--- src/rtl/eth_rx_ctrl.sv ---
// rtl/eth_rx_ctrl.sv - RMII 100 Mb/s receive control: preamble/SFD, byte assembly, field walk, FCS strip and checks
module eth_rx_ctrl #(
    parameter int pMin_Frame    = 64,
    parameter int pMax_Frame    = 1518,
    parameter int pPreamble_Min = 8
) (
    input  logic        Clk,
    input  logic        Rst,
    input  logic [1:0]  Rxd,
    input  logic        Crs_Dv,
    output logic [3:0]  Rx_Ctrl_FSM_State,
    output logic [7:0]  Rx_Byte,
    output logic        Rx_Byte_Vld,
    output logic        Rx_Sof,
    output logic [15:0] Rx_Len_Type,
    output logic        Frame_Done,
    output logic        Frame_Good,
    output logic [3:0]  Rx_Err,
    output logic [10:0] Rx_Len
);

    // Encoding shared with the TX control FSM; codes 2 (SFD) and 7 (PAD) are TX-only.
    typedef enum logic [3:0] {
        IDLE      = 4'd0,
        PREAMBLE  = 4'd1,
        DEST_ADDR = 4'd3,
        SRC_ADDR  = 4'd4,
        LEN_TYPE  = 4'd5,
        DATA      = 4'd6,
        FCS_CHK   = 4'd8,
        DROP      = 4'd9
    } rx_state_t;

    localparam logic [10:0] MIN_CNT     = 11'(pMin_Frame);
    localparam logic [10:0] MAX_CNT     = 11'(pMax_Frame + 1);
    localparam logic [7:0]  PRE_MIN     = 8'(pPreamble_Min);
    localparam logic [31:0] CRC_RESIDUE = 32'hDEBB20E3;

    rx_state_t   state;
    rx_state_t   state_nxt;
    logic        armed;
    logic [7:0]  pre_cnt;
    logic [1:0]  dibit_cnt;
    logic [5:0]  byte_sr;
    logic [10:0] byte_cnt;
    logic [31:0] crc;
    logic [7:0]  len_hi;
    logic [7:0]  dline [4];
    logic [2:0]  fill;
    logic        sof_pend;
    logic        too_long;

    logic        in_frame;
    logic        take;
    logic        byte_done;
    logic        hit_max;
    logic        sfd_ok;
    logic [7:0]  new_byte;
    logic [10:0] cnt_inc;
    logic [3:0]  err_vec;

    // Reflected CRC-32, two bits per clock, Rxd[0] is the earlier bit on the wire.
    function automatic logic [31:0] crc_dibit(input logic [31:0] c, input logic [1:0] d);
        logic [31:0] r;
        r = c;
        for (int i = 0; i < 2; i++) begin
            if (r[0] ^ d[i])
                r = (r >> 1) ^ 32'hEDB88320;
            else
                r = r >> 1;
        end
        return r;
    endfunction

    assign in_frame  = (state == DEST_ADDR) || (state == SRC_ADDR) ||
                       (state == LEN_TYPE)  || (state == DATA);
    assign take      = in_frame && Crs_Dv;
    assign byte_done = take && (dibit_cnt == 2'd3);
    assign new_byte  = {Rxd, byte_sr};
    assign cnt_inc   = (byte_cnt == 11'h7FF) ? byte_cnt : byte_cnt + 11'd1;
    assign hit_max   = byte_done && (cnt_inc == MAX_CNT);
    assign sfd_ok    = (state == PREAMBLE) && Crs_Dv && (Rxd == 2'b11) && (pre_cnt >= PRE_MIN);

    always_ff @(posedge Clk) begin
        if (Rst)
            state <= IDLE;
        else
            state <= state_nxt;
    end

    always_comb begin
        state_nxt = state;
        case (state)
            IDLE: begin
                if (armed && Crs_Dv && (Rxd == 2'b01))
                    state_nxt = PREAMBLE;
            end
            PREAMBLE: begin
                if (!Crs_Dv)
                    state_nxt = IDLE;
                else if (sfd_ok)
                    state_nxt = DEST_ADDR;
                else if (Rxd != 2'b01)
                    state_nxt = DROP;
            end
            DEST_ADDR, SRC_ADDR, LEN_TYPE, DATA: begin
                if (!Crs_Dv || hit_max)
                    state_nxt = FCS_CHK;
                else if (byte_done) begin
                    if (cnt_inc == 11'd6)
                        state_nxt = SRC_ADDR;
                    else if (cnt_inc == 11'd12)
                        state_nxt = LEN_TYPE;
                    else if (cnt_inc == 11'd14)
                        state_nxt = DATA;
                end
            end
            FCS_CHK: begin
                state_nxt = too_long ? DROP : IDLE;
            end
            DROP: begin
                if (!Crs_Dv)
                    state_nxt = IDLE;
            end
            default: state_nxt = IDLE;
        endcase
    end

    always_ff @(posedge Clk) begin
        if (Rst) begin
            Rx_Byte     <= 8'd0;
            Rx_Byte_Vld <= 1'b0;
            Rx_Sof      <= 1'b0;
            Rx_Len_Type <= 16'd0;
            armed       <= 1'b0;
            pre_cnt     <= 8'd0;
            dibit_cnt   <= 2'd0;
            byte_sr     <= 6'd0;
            byte_cnt    <= 11'd0;
            crc         <= 32'd0;
            len_hi      <= 8'd0;
            fill        <= 3'd0;
            sof_pend    <= 1'b0;
            too_long    <= 1'b0;
            for (int i = 0; i < 4; i++)
                dline[i] <= 8'd0;
        end else begin
            Rx_Byte_Vld <= 1'b0;
            Rx_Sof      <= 1'b0;

            if (((state == IDLE) && !Crs_Dv) || (state == FCS_CHK))
                armed <= 1'b1;

            if (state == IDLE)
                pre_cnt <= 8'd1;
            else if ((state == PREAMBLE) && Crs_Dv && (Rxd == 2'b01) && (pre_cnt != 8'hFF))
                pre_cnt <= pre_cnt + 8'd1;

            if (sfd_ok) begin
                dibit_cnt <= 2'd0;
                byte_cnt  <= 11'd0;
                crc       <= 32'hFFFFFFFF;
                fill      <= 3'd0;
                sof_pend  <= 1'b1;
                too_long  <= 1'b0;
            end

            if (take) begin
                crc       <= crc_dibit(crc, Rxd);
                dibit_cnt <= dibit_cnt + 2'd1;
                case (dibit_cnt)
                    2'd0:    byte_sr[1:0] <= Rxd;
                    2'd1:    byte_sr[3:2] <= Rxd;
                    2'd2:    byte_sr[5:4] <= Rxd;
                    default: ;
                endcase
            end

            if (byte_done) begin
                byte_cnt <= cnt_inc;
                if (hit_max)
                    too_long <= 1'b1;
                if (cnt_inc == 11'd13)
                    len_hi <= new_byte;
                if (cnt_inc == 11'd14)
                    Rx_Len_Type <= {len_hi, new_byte};
                // The last four bytes held here at frame end are the FCS and never leave.
                dline[0] <= dline[1];
                dline[1] <= dline[2];
                dline[2] <= dline[3];
                dline[3] <= new_byte;
                if (fill == 3'd4) begin
                    Rx_Byte     <= dline[0];
                    Rx_Byte_Vld <= 1'b1;
                    Rx_Sof      <= sof_pend;
                    sof_pend    <= 1'b0;
                end else begin
                    fill <= fill + 3'd1;
                end
            end
        end
    end

    always_comb begin
        err_vec    = too_long ? 4'b0100
                              : {(dibit_cnt != 2'd0), 1'b0, (byte_cnt < MIN_CNT), (crc != CRC_RESIDUE)};
        Frame_Done = (state == FCS_CHK);
        Rx_Err     = Frame_Done ? err_vec : 4'd0;
        Frame_Good = Frame_Done && (err_vec == 4'd0);
        Rx_Len     = (Frame_Done && (byte_cnt >= 11'd4)) ? byte_cnt - 11'd4 : 11'd0;
    end

    assign Rx_Ctrl_FSM_State = state;

endmodule

--- config.mk ---
export PLATFORM = sky130hd
export DESIGN_NAME = eth_rx_ctrl
export DESIGN_NICKNAME = d
export VERILOG_FILES = /design/src/rtl/eth_rx_ctrl.sv
export SDC_FILE = /design/constraint.sdc
export NUM_CORES = 1
export LEC_CHECK = 0
export BUFFER_PORTS_ARGS = -buffer_cell sky130_fd_sc_hd__buf_2
export CORE_MARGIN = 5
export CORE_UTILIZATION = 30
export CTS_BUF_LIST = sky130_fd_sc_hd__clkbuf_16
export CTS_CLUSTER_DIAMETER = 60
export DETAILED_ROUTE_END_ITERATION = 10
export HOLD_SLACK_MARGIN = 0.15
export PLACE_DENSITY = 0.57
export SYNTH_ARGS = -nofsm -noshare
export SYNTH_HDL_FRONTEND = slang
export SYNTH_SLANG_ARGS = --single-unit
--- constraint.sdc ---
create_clock -name Clk -period 3.44 [get_ports Clk]
set_input_delay 0.344 -clock Clk [delete_from_list [all_inputs] [get_ports Clk]]
set_output_delay 0.344 -clock Clk [all_outputs]
set_load 0.05 [all_outputs]
==> results.tsv <==
stage	metric	value	unit
clock_network	CTS Hold Bufs	0	
final_layout	Filler Cell Count	2132	
route	via count	4977	
synthesis	Post-Syn Area	6410	um^2
clock_network	clk slew on worst S/H paths	0.06	ns
timing	unrepaired setup endpoints after global routing	false	
clock_network	post_cts resized	0	
synthesis	synth top area cells	dfxtp_1, edfxtp_1, nor2_1, xnor2_1, mux2i_1	
final_layout	number of diodes	0	
route	routed length per instance	14.7	um
timing	smallest hold slack	0.283	ns
run_status	status	complete, no violations	
placement	IO Port Bufs	51	
synthesis	ys async rst share	0	%
global_route	Tot GR Track Use	12.6	%
route	drt total wl	14700	um
route	post-route ant nets	0	
route	Via density	4.95	
synthesis	synth unique cells	67	
critical_path	CP peak stage delay	0.84	ns
timing	Fin Setup TNS	0	ns
critical_path	Worst Path Class, Setup	register to register	
clock_network	Skew-Pair Late Insertion Delay	0.41	ns
pwr	Leakage	2.88	nW
floorplanning	core area	21000	um^2
synthesis	Avg Inst Size Synth	9.36	um^2
final_layout	final core utilization	35.7	%
synthesis	flops & latches, synth	135	
placement	Final GP Congestion	0.910	
synthesis	Synth area leader	dfxtp_1	
timing	final setup vio count	0	
clock_network	Post-CTS Setup Inserts	0	
synthesis	largest family of logic cells by synthesized area	simple AND/OR/NAND/NOR gates	
clock_network	Max Root-Sink Buffers	2	
global_route	initial antenna violation count	1	
floorplanning	starting density of the core	30.5	%
timing	endpoints failing hold	0	
synthesis	ys flop type	dfxtp_1	
global_route	vias in the first global route	4799	
critical_path	Worst setup SP type	register	
synthesis	Cells after Synth	685	
critical_path	CP Cell Sequence	ha_1 > and3_1 > a21oi_1 > o21ai_1 > nand3_2 > nor3_4 > mux2i_1 > nor2_1	
synthesis	post-synthesis compound-gate area fraction	11.9	%
route	initial drt markers	371	
synthesis	most common cell in the netlist	nor2_1	
critical_path	critical path endpoint category	register	
final_layout	Nets	735	
timing	worst slew pin tran	1.06	ns
floorplanning	I/O pin count	52	
synthesis	Mapped Nets	702	
timing	relative slew slack	28.9	%
pwr	P per Cell Area	543	nW/um^2
clock_network	H-Tree Depth	4	
global_route	total gr overflow	0	
synthesis	xor and xnor area share after synthesis	6.03	%
timing	min cycle time layout	3.03	ns
floorplanning	die extent in y	156	um
min_path	Worst Hold Class	primary input to register	
clock_network	total CTS buffers	17	
critical_path	CP Max Fanout	16	
placement	Detailed Place HPWL	9610	um
critical_path	slowest library cell on the worst path	nor3_4	
timing	max-slew violations	0	
floorplanning	Die Area	24400	um^2
flow_run	max-cap violations	0	
final_layout	share of cells above drive strength 1	15.6	%
synthesis	area share of fa/ha/maj cells after synthesis	2.34	%
pwr	peak supply drop	0.265	mV
synthesis	Synth warnings	0	
synthesis	post-synth top area share	32.2	%
clock_network	root buffer cell	clkbuf_16	
critical_path	Critical Path AT	3.33	ns
final_layout	area delta synth->final	16.9	%
critical_path	WP data required	3.73	ns
global_route	largest net degree at the start of global routing	64	
timing	fmax	0.329	GHz
global_route	first-pass GRT wire length	24800	um
floorplanning	die width	156	um
synthesis	sequential share of the synthesized area	47.1	%
clock_network	CTS tree	built	
route	TritonRoute pass-1 iters	5	
clock_network	clock sinks	135	
floorplanning	row count	53	
synthesis	most instantiated cells after synthesis	nor2_1, dfxtp_1, nand2_1	
synthesis	Synth Area in Simple Gates	23.9	%
timing	Final period util	88.2	%
route	Residual DRC	0	
timing	Setup Skew	0.00925	ns
synthesis	mux cell area share after synthesis	4.25	%
synthesis	Post-synth EDFFs	32	
==> through the flow <==
| step | std cells | instance area (um^2) | worst slack (ns) | power, W |
|---|---|---|---|---|
| finish | 1006 | 7500 | 0.405 | 0.00407 |
| global route | 1006 | 7500 | 0.0707 | 0.00426 |
| CTS | 1006 | 7500 | 0.393 | 0.00413 |
| detailed placement | 974 | 6880 | 0.412 | 0.00223 |
| global placement | 974 | 6880 | 0.457 | 0.00223 |
| floorplan | 685 | 6410 | 0.546 | 0.00214 |
==> path summary, 6_finish.rpt <==
check,from,endpoint,slack (ns),depth (start not counted)
worst min register to register,Rx_Byte[4],Rx_Byte[4],0.45,2
worst max-delay path,byte_cnt[1],Rx_Len_Type[15],0.41,8
worst max register to register,byte_cnt[1],Rx_Len_Type[15],0.41,8
worst min-delay path,Crs_Dv,Rx_Ctrl_FSM_State[3],0.28,3
==> cells in the final DEF, fill, tap and decap left out, types with 4 or more instances in the layout <==
cell / synthesis / final
a2111oi_0: 4 / 4
ha_1: 12 / 12
a21oi_1: 40 / 39
o211ai_1: 4 / 4
nand3_1: 20 / 20
xnor2_1: 30 / 30
a221oi_1: 19 / 19
xor2_1: 6 / 6
and3_1: 38 / 38
a211oi_1: 4 / 4
clkbuf_16: 0 / 19
mux2i_1: 25 / 25
o31ai_1: 5 / 5
nor2_1: 104 / 104
dfxtp_1: 103 / 103
a31oi_1: 7 / 7
edfxtp_1: 32 / 32
buf_4: 3 / 12
nand2_1: 46 / 46
inv_1: 13 / 15
or2_2: 4 / 4
o21ai_0: 8 / 8
nor3_1: 43 / 43
buf_2: 10 / 51
nand4_1: 8 / 8
==> layer usage <==
metal	share of wire, %	vias to the layer above	track usage [%]	wire (um)
li1	-	2525	-	-
met1	49	2299	17.3	7240
met2	42	122	18.4	6260
met3	5.7	29	3.80	845
met4	2.7	2	5.17	393
met5	0.068	-	0	10
==> cell type report <==
cell class              count  area, um^2  share of cell area, %
flip-flops and latches    135        3020                   40.3
clock inverters            13         143                   1.90
multi-input cells         488        3120                   41.6
repair buffers             63         345                   4.61
clock buffers              19         475                   6.34
inverters                  13        48.8                  0.651
well taps                 275         344                   4.59
==> logic make-up after synthesis <==
group           Yosys count
buf+inv                  62
flops                   135
mux                      26
simple gates            300
xor+xnor                 39
fa+ha+maj                12
compound gates          111
==> state kept, by name (all words and copies together) (netlist names) <==
signal and count:
Rx_Byte_Vld 1, dibit_cnt 2, byte_sr 6, armed 1
Rx_Sof 1, Rx_Len_Type 16, sof_pend 1, fill 3
Rx_Byte 8, Rx_Ctrl_FSM_State 4, byte_cnt 11, dline 32
pre_cnt 8, crc 32, len_hi 8, too_long 1
==> worst max-delay path: cells and delay by family, from the launching register on <==
kind	cells	cell delay, ns
adders and majority gates	1	0.36
and+or+nand+nor	4	1.50
AOI/OAI and AO/OA	2	0.31
DFF	1	0.46
muxes	1	0.26
==> power by group <==
part,switching (W),total [W],internal [W]
clock network,0.000719,0.00188,0.00116
registers,0.0000720,0.00176,0.00169
logic,0.000266,0.000432,0.000165
total,0.00106,0.00407,0.00302
No activity file was read; power rests on OpenSTA's default activity.
